$ cat src/rtl/mean_restore.sv
// Adds a per-row mean back onto a mean-centred, row-major sample stream.
// Means for one frame are loaded first, then the frame's samples stream through a one-entry output register.
module mean_restore #(
  parameter int SIZE_A = 8,
  parameter int SIZE_B = 8,
  parameter int WIDTH  = 32
) (
  input  logic             clk,
  input  logic             rst,
  input  logic             mean_valid,
  input  logic [WIDTH-1:0] mean_data,
  output logic             mean_ready,
  input  logic             in_valid,
  input  logic [WIDTH-1:0] in_data,
  output logic             in_ready,
  output logic             out_valid,
  output logic [WIDTH-1:0] out_data,
  output logic             out_last,
  input  logic             out_ready,
  output logic             busy
);

  localparam int AW = (SIZE_A > 1) ? $clog2(SIZE_A) : 1;
  localparam int BW = (SIZE_B > 1) ? $clog2(SIZE_B) : 1;

  typedef enum logic {LOAD_MEAN, STREAM} state_t;

  state_t           state;
  logic [AW-1:0]    mrow;
  logic [AW-1:0]    row;
  logic [BW-1:0]    col;
  logic [WIDTH-1:0] mean_mem [SIZE_A];

  logic mean_hs;
  logic in_hs;
  logic out_hs;
  logic last_col;
  logic last_row;

  assign mean_ready = (state == LOAD_MEAN);
  assign in_ready   = (state == STREAM) && (!out_valid || out_ready);
  assign busy       = (state != LOAD_MEAN) || out_valid;

  assign mean_hs  = mean_valid && mean_ready;
  assign in_hs    = in_valid && in_ready;
  assign out_hs   = out_valid && out_ready;
  assign last_col = (col == BW'(SIZE_B - 1));
  assign last_row = (row == AW'(SIZE_A - 1));

  // Mean storage is deliberately not reset; a new frame always reloads every row.
  always_ff @(posedge clk) begin
    if (mean_hs) begin
      mean_mem[mrow] <= mean_data;
    end
  end

  always_ff @(posedge clk or posedge rst) begin
    if (rst) begin
      state     <= LOAD_MEAN;
      mrow      <= '0;
      row       <= '0;
      col       <= '0;
      out_valid <= 1'b0;
      out_last  <= 1'b0;
      out_data  <= '0;
    end else begin
      // A pending output may drain while the next frame's means are loading.
      if (out_hs) begin
        out_valid <= 1'b0;
        out_last  <= 1'b0;
      end
      case (state)
        LOAD_MEAN: begin
          if (mean_hs) begin
            if (mrow == AW'(SIZE_A - 1)) begin
              mrow  <= '0;
              state <= STREAM;
            end else begin
              mrow <= mrow + AW'(1);
            end
          end
        end
        STREAM: begin
          if (in_hs) begin
            out_data  <= in_data + mean_mem[row];
            out_valid <= 1'b1;
            out_last  <= last_col && last_row;
            if (last_col) begin
              col <= '0;
              if (last_row) begin
                row   <= '0;
                state <= LOAD_MEAN;
              end else begin
                row <= row + AW'(1);
              end
            end else begin
              col <= col + BW'(1);
            end
          end
        end
        default: state <= LOAD_MEAN;
      endcase
    end
  end

endmodule
$ cat config.mk
export PLATFORM = sky130hd
export DESIGN_NAME = mean_restore
export DESIGN_NICKNAME = d
export VERILOG_FILES = /design/src/rtl/mean_restore.sv
export SDC_FILE = /design/constraint.sdc
export NUM_CORES = 1
export LEC_CHECK = 0
export CORE_UTILIZATION = 60
export DETAILED_ROUTE_END_ITERATION = 6
export GPL_TIMING_DRIVEN = 0
export PLACE_DENSITY = 0.89
export SETUP_SLACK_MARGIN = 0.02
export SLEW_MARGIN = 20
export SYNTH_ARGS = -nofsm -noshare
export SYNTH_HDL_FRONTEND = slang
export SYNTH_SLANG_ARGS = --single-unit
$ cat constraint.sdc
create_clock -name clk -period 9.7 [get_ports clk]
set_input_delay 1.94 -clock clk [delete_from_list [all_inputs] [get_ports clk]]
set_output_delay 1.94 -clock clk [all_outputs]
set_load 0.005 [all_outputs]
==> impl_metrics.tcl, run 1 <==
set metrics [dict create \
    outcome "complete, no violations" \
    place.gp.congestion 0.956 \
    finalHoldViolCount 0 \
    grt_pass1_vias 7791 \
    syn_to_final_growth_pct 20.8 \
    power.density_mw_per_mm2 266 \
    cp_max_fo 3 \
    numCtsBuffers 28 \
    total_power_mw 4.17 \
    io_pins 106 \
    max_freq_mhz 194 \
    layout-drive-gt1-share_pct 20.2 \
    end_kind "primary output" \
    reg2reg_depth 14 \
    io_buffer_count 105 \
    fin_setup_tns_ns 0 \
    mostFrequentLayoutCells "edfxtp_1 (256), clkdlybuf4s50_1 (105), nand2_1 (72)" \
    final_cells 1220 \
    synth_top_area_share_pct 59.2 \
    dp_hpwl_um 20500 \
    antenna_found_initial 2 \
    cts.sinks 300 \
    cts_buffer_depth 3 \
    yosys_warnings 0 \
    maxCapViolations 0 \
    dp_cells 1167 \
    crit_type "input port to primary output" \
    finalSetupViolCount 0 \
    worst_path_max_delay_cell "clkdlybuf4s50_1" \
    tightestPinTransition_ns 0.960 \
    synth_area_leaders "edfxtp_1 (59%), mux4_2 (11%), dfrtp_1 (8.5%)" \
    synth_area_mm2 0.0130 \
    clk-insertion-delay-late_ns 0.56 \
    die-area_mm2 0.0222 \
    dr.pass1.iters 7 \
    rows 53 \
    crit_required_ns 7.76 \
    coreArea_mm2 0.0212 \
    r2r_start "row[1]$_DFFE_PP0P_" \
    cpMostUsedCell "clkdlybuf4s50_1" \
    grt_usage_pct 28.3 \
    syn_avg_cell_area_um2 16.9 \
    holdBufCountCts 0 \
    min_to "out_data[14]$_DFFE_PP0P_" \
    final_common_cell "edfxtp_1" \
    min_path_type "flip-flop to flip-flop" \
    wirelength_um 30200 \
    dp_slack_ns 4.54 \
    reg2reg_slack_ns 4.72 \
    rsz0062_at_grt "no" \
    root_buffer "clkbuf_16" \
    grt_pass1_wl_um 45400 \
    period_share_pct 53.2 \
    whs_ns 0.474 \
    critPathMaxStageDelay_ns 0.50 \
    max_slew_margin_pct 36.0 \
    die_w_um 149 \
    fin_util_pct 74.2 \
    drtAntennaViolNets 0 \
    timing.rr.end "out_data[18]$_DFFE_PP0P_" \
    p_comb_share_pct 33.1 \
    skew_ns 0.0305 \
    clkTransAtPathRegs_ns 0.06 \
    start_util_pct 61.4 \
    crit_arrival_ns 3.22 \
    cts.repair.resized 0 \
    cp_cell_sequence "clkdlybuf4s50_1 > nand2b_1 > and2_1 > clkdlybuf4s50_1" \
    cts_tree "done" \
    ys_types 55 \
    switchingPower_mw 1.27 \
    internal_power_mw 2.90 \
    setup_ws_ns 4.54 \
    htree_levels 1 \
    cts_setup_buffers 0 \
    ys_async_sr_fraction_pct 14.7 \
    whs_path_depth 2 \
    critPathBufInv 2 \
    total_leakage_power_nw 5.45 \
    syn_inst 770 \
    syn_nets 877 \
    avgViaCountPerCell 6.37 \
    ys_ff_latch 300 \
    ir_worst_vdd_v 0.000157 \
    critPathTopFamily "buffers and inverters" \
    hold_path_startpoint "out_data[14]$_DFFE_PP0P_" \
    critPathLaunchType "input port" \
    num_vias 7767 \
    fin_crit_ns 5.16 \
    grt_start_max_net_pins 27 \
    die_h_um 149 \
    nNetsFinal 1029 \
    gr-total-overflow 0 \
    wl_per_cell_um 24.8 \
    yosysTopAreaCell "edfxtp_1" \
    synth_edf_count 256 \
    p_clk_share_pct 27.4 \
    dpl_cell_area_mm2 0.0147 \
    ys_seq_area_share_pct 67.6 \
    fin_area_mm2 0.0157 \
    synthFlopType "edfxtp_1" \
    drc 0 \
    power_frac_seq_pct 39.5 \
    swShare_pct 30.4 \
    slew_viol_final 0 \
    drt_iter0_drc 654 \
]
worst max-delay path by stage:
stage | startpoint | end | cells past startpoint
2_1_floorplan | mean_valid | mean_mem[0][0]$_DFFE_PP_ | 3
4_1_cts | out_ready | in_ready | 4
6_report | out_ready | in_ready | 4
5_1_grt | out_ready | in_ready | 4
3_5_place_dp | out_ready | in_ready | 4
3_3_place_gp | mean_valid | mean_mem[4][11]$_DFFE_PP_ | 4
cells in the mapped netlist, types with 2 or more instances:
master	number
and3_1	5
mux4_2	64
xor2_1	8
nand3_1	6
ha_1	37
nand2b_1	9
mux2_2	36
o311ai_0	2
edfxtp_1	256
nand4_1	7
xnor2_1	19
dfrtp_1	44
nor3_1	10
nand2_1	72
nor2_1	18
o31ai_1	4
o21ai_2	2
clkbuf_1	24
buf_2	9
o311ai_2	2
a211oi_1	3
o21ai_1	13
inv_1	4
o21bai_1	4
a21oi_1	32
o21ai_0	27
a21o_1	19
a31oi_1	3
o211ai_1	3
and2_1	2
o21a_1	2
registers in the layout (all words and copies together), names as in the netlist:
| signal | cells |
|---|---|
| col | 3 |
| mean_mem | 256 |
| mrow | 3 |
| out_data | 32 |
| out_last | 1 |
| out_valid | 1 |
| row | 3 |
| state | 1 |
power groups by stage:
stage	clock network, mW	logic [mW]	registers [mW]
floorplan	0	0.883	1.65
global placement	0	1.27	1.67
detailed placement	0	1.35	1.67
CTS	1.16	1.37	1.65
global route	1.20	1.49	1.66
finish	1.14	1.38	1.65
logic make-up (layout without fill, tap and decap cells):
group	Yosys count	after routing	synth area share (%)
other	0	1	0
AO/OA/AOI/OAI	128	128	6.39
AND/OR/NAND/NOR	138	138	4.92
XOR/XNOR	27	27	1.82
buffers and inverters	38	212	1.21
flip-flops	300	300	67.6
adder cells (fa/ha/maj)	38	38	3.72
multiplexers	101	101	14.3
worst min-delay path, stage by stage, from the launching register on:
cell and delay, ns:
dfrtp_1 0.35, nand2_1 0.05, nand2_1 0.05
metal layers:
layer / GRT usage (%) / up-vias / share of wire (%)
met5: 0 / - / 0.040
met4: 10.3 / 2 / 3.0
met1: 39.1 / 3913 / 40
met3: 4.50 / 68 / 7.7
met2: 45.9 / 415 / 49
li1: - / 3369 / -
layout make-up:
cell class | instances | area (µm²)
tap | 275 | 344
fill | 1217 | 5460
sequential | 300 | 8790
inverter | 4 | 15.0
clock buffer | 38 | 758
clock inverter | 14 | 208
timing repair buffer | 122 | 1340
antenna | 1 | 2.50
buffer | 34 | 143
multi-input combinational | 432 | 4100
No activity file was read; power rests on OpenSTA's default activity.
==> inputs of run 2 (changes only) <==
--- a/config.mk
+++ b/config.mk
@@ -5,10 +5,10 @@
 export SDC_FILE = /design/constraint.sdc
 export NUM_CORES = 1
 export LEC_CHECK = 0
-export CORE_UTILIZATION = 60
+export CORE_UTILIZATION = 58
 export DETAILED_ROUTE_END_ITERATION = 6
 export GPL_TIMING_DRIVEN = 0
-export PLACE_DENSITY = 0.89
+export PLACE_DENSITY = 0.87
 export SETUP_SLACK_MARGIN = 0.02
 export SLEW_MARGIN = 20
 export SYNTH_ARGS = -nofsm -noshare
==> constraint.sdc (replaced) <==
create_clock -name clk -period 5.16 [get_ports clk]
set_input_delay 1.032 -clock clk [delete_from_list [all_inputs] [get_ports clk]]
set_output_delay 1.032 -clock clk [all_outputs]
set_load 0.005 [all_outputs]
==> run 2 against run 1 <==
Net effect: sequential share of layout area grew 0.19 points; largest power group unchanged; core utilization decreased by 2.7 points; combinational power increased by 90%; die area is 3.4% higher; total power is 88% higher; largest cell class unchanged; via count hardly changed; hold slack gained 0.014 ns.
==> impl_metrics.tcl, run 2 (synthesized netlist as in run 1, its figures left out) <==
set metrics [dict create \
    rows 54 \
    outcome "complete, no violations" \
    cts_tree "done" \
    grt_pass1_vias 7764 \
    reg_top3 "mean_mem: 256 flops, out_data: 32 flops" \
    period_share_pct 94.7 \
    end_kind "flip-flop" \
    critPathLaunchType "flip-flop" \
    total_power_mw 7.84 \
    met3RoutedLength_um 2580 \
    min_to "out_data[7]$_DFFE_PP0P_" \
    wirelength_um 30300 \
    cpMostUsedCell "clkbuf_1" \
    io_pins 106 \
    grt_usage_pct 27.3 \
    final_common_cell "edfxtp_1" \
    numCtsBuffers 29 \
    fin_util_pct 71.5 \
    clk-insertion-delay-late_ns 0.55 \
    reg2reg_depth 14 \
    syn_to_final_growth_pct 20.4 \
    max_freq_mhz 205 \
    die_h_um 152 \
    layout-drive-gt1-share_pct 20.7 \
    root_buffer "clkbuf_16" \
    drc 0 \
    whs_ns 0.488 \
    cp_cell_sequence "clkbuf_1 > clkbuf_1 > mux4_2 > mux2_2 > ha_1 > fa_1 > a21o_1 > a221oi_2 > o211ai_1 > a21boi_1 > a211oi_1 > nand2b_1 > xnor2_1 > o21ai_1" \
    top_register "mean_mem" \
    crit_arrival_ns 5.30 \
    rsz0062_at_grt "no" \
    die-area_mm2 0.0230 \
    timing.rr.end "out_data[16]$_DFFE_PP0P_" \
    critPathMaxStageDelay_ns 0.57 \
    avgViaCountPerCell 6.33 \
    max_slew_margin_pct 43.3 \
    dp_cells 1172 \
    dr.pass1.iters 5 \
    top_layer_used "met4" \
    crit_required_ns 5.57 \
    clkTransAtPathRegs_ns 0.06 \
    wl_per_cell_um 24.7 \
    dp_hpwl_um 20500 \
    whs_path_depth 2 \
    maxCapViolations 0 \
    start_util_pct 59.3 \
    setup_ws_ns 0.275 \
    cts_buffer_depth 3 \
    skew_ns 0.0106 \
    mostFrequentLayoutCells "edfxtp_1 (256), clkdlybuf4s50_1 (105), nand2_1 (72)" \
    hold_path_startpoint "out_data[7]$_DFFE_PP0P_" \
    gr-total-overflow 0 \
    worst_path_max_delay_cell "clkbuf_1" \
    r2r_start "row[1]$_DFFE_PP0P_" \
    antenna_found_initial 0 \
    ir_worst_vdd_v 0.000321 \
    cp_max_fo 10 \
    grt_start_max_net_pins 26 \
    num_vias 7770 \
    htree_levels 1 \
    crit_type "flip-flop to flip-flop" \
    slew_viol_final 0 \
    place.gp.congestion 0.907 \
    final_cells 1227 \
    drt-met1-wl_um 12200 \
    fin_crit_ns 4.89 \
    finalHoldViolCount 0 \
    drt_iter0_drc 661 \
    io_buffer_count 105 \
    nNetsFinal 1030 \
    cts_setup_buffers 0 \
    grt_pass1_wl_um 45000 \
    power.density_mw_per_mm2 501 \
    holdBufCountCts 0 \
    reg2reg_slack_ns 0.27 \
    cts.sinks 300 \
    total_leakage_power_nw 5.44 \
    drtAntennaViolNets 0 \
    largest_reg_flops 256 \
    finalSetupViolCount 0 \
    min_path_type "flip-flop to flip-flop" \
    tightestPinTransition_ns 0.850 \
    die_w_um 152 \
    coreArea_mm2 0.0219 \
    dp_slack_ns 0.288 \
    met2_length_um 14800 \
    cts.repair.resized 0 \
]
## run 2: cell count changes in the layout (fill, tap and decap cells not counted), sizes merged
cell	previous run	this run
bufinv	5	4
clkbuf	62	61
clkinv	7	10
inv	4	5
## run 2: worst max path at each step
stage,startpoint,end,cells past startpoint
after floorplan,mean_valid,mean_mem[0][0]$_DFFE_PP_,3
after global placement,mean_valid,mean_mem[4][8]$_DFFE_PP_,4
after detailed placement,row[1]$_DFFE_PP0P_,out_data[16]$_DFFE_PP0P_,14
after CTS,row[1]$_DFFE_PP0P_,out_data[16]$_DFFE_PP0P_,14
after global routing,row[1]$_DFFE_PP0P_,out_data[16]$_DFFE_PP0P_,14
final,row[1]$_DFFE_PP0P_,out_data[16]$_DFFE_PP0P_,14
## run 2: routing by layer
metal / vias to the layer above / track usage [%]
met5: - / 0
met2: 411 / 44.4
met4: 0 / 8.56
met3: 51 / 5.27
met1: 3938 / 37.4
li1: 3370 / -
## run 2: final cells by class
type                       count  area (µm²)
clock inverter                17         196
antenna                        1        2.50
multi-input combinational    432        4100
inverter                       4        15.0
timing repair buffer         122        1290
buffer                        34         144
fill                        1388        6250
tap                          280         350
clock buffer                  37         756
sequential                   300        8790
## run 2: critical path: cells and delay by family, from the launching register on
family,cells,cell delay [ns]
compound gates,6,1.58
buf+inv,2,1.04
mux,2,0.72
fa+ha+maj,2,0.64
flops,1,0.41
xor+xnor,1,0.19
simple gates,1,0.17
## run 2: stage by stage
stage	setup TNS, ns	cell area [µm²]
CTS	0	15600
detailed placement	0	14700
floorplan	0	13000
global route	0	15600
finish	0	15600
global placement	-124.97	14400
## run 2: report_power, final
group | internal [mW] | total [mW] | switching (mW)
Clock | 1.24 | 2.12 | 0.885
Sequential | 2.93 | 3.09 | 0.163
Combinational | 1.25 | 2.62 | 1.38
Total | 5.41 | 7.84 | 2.42
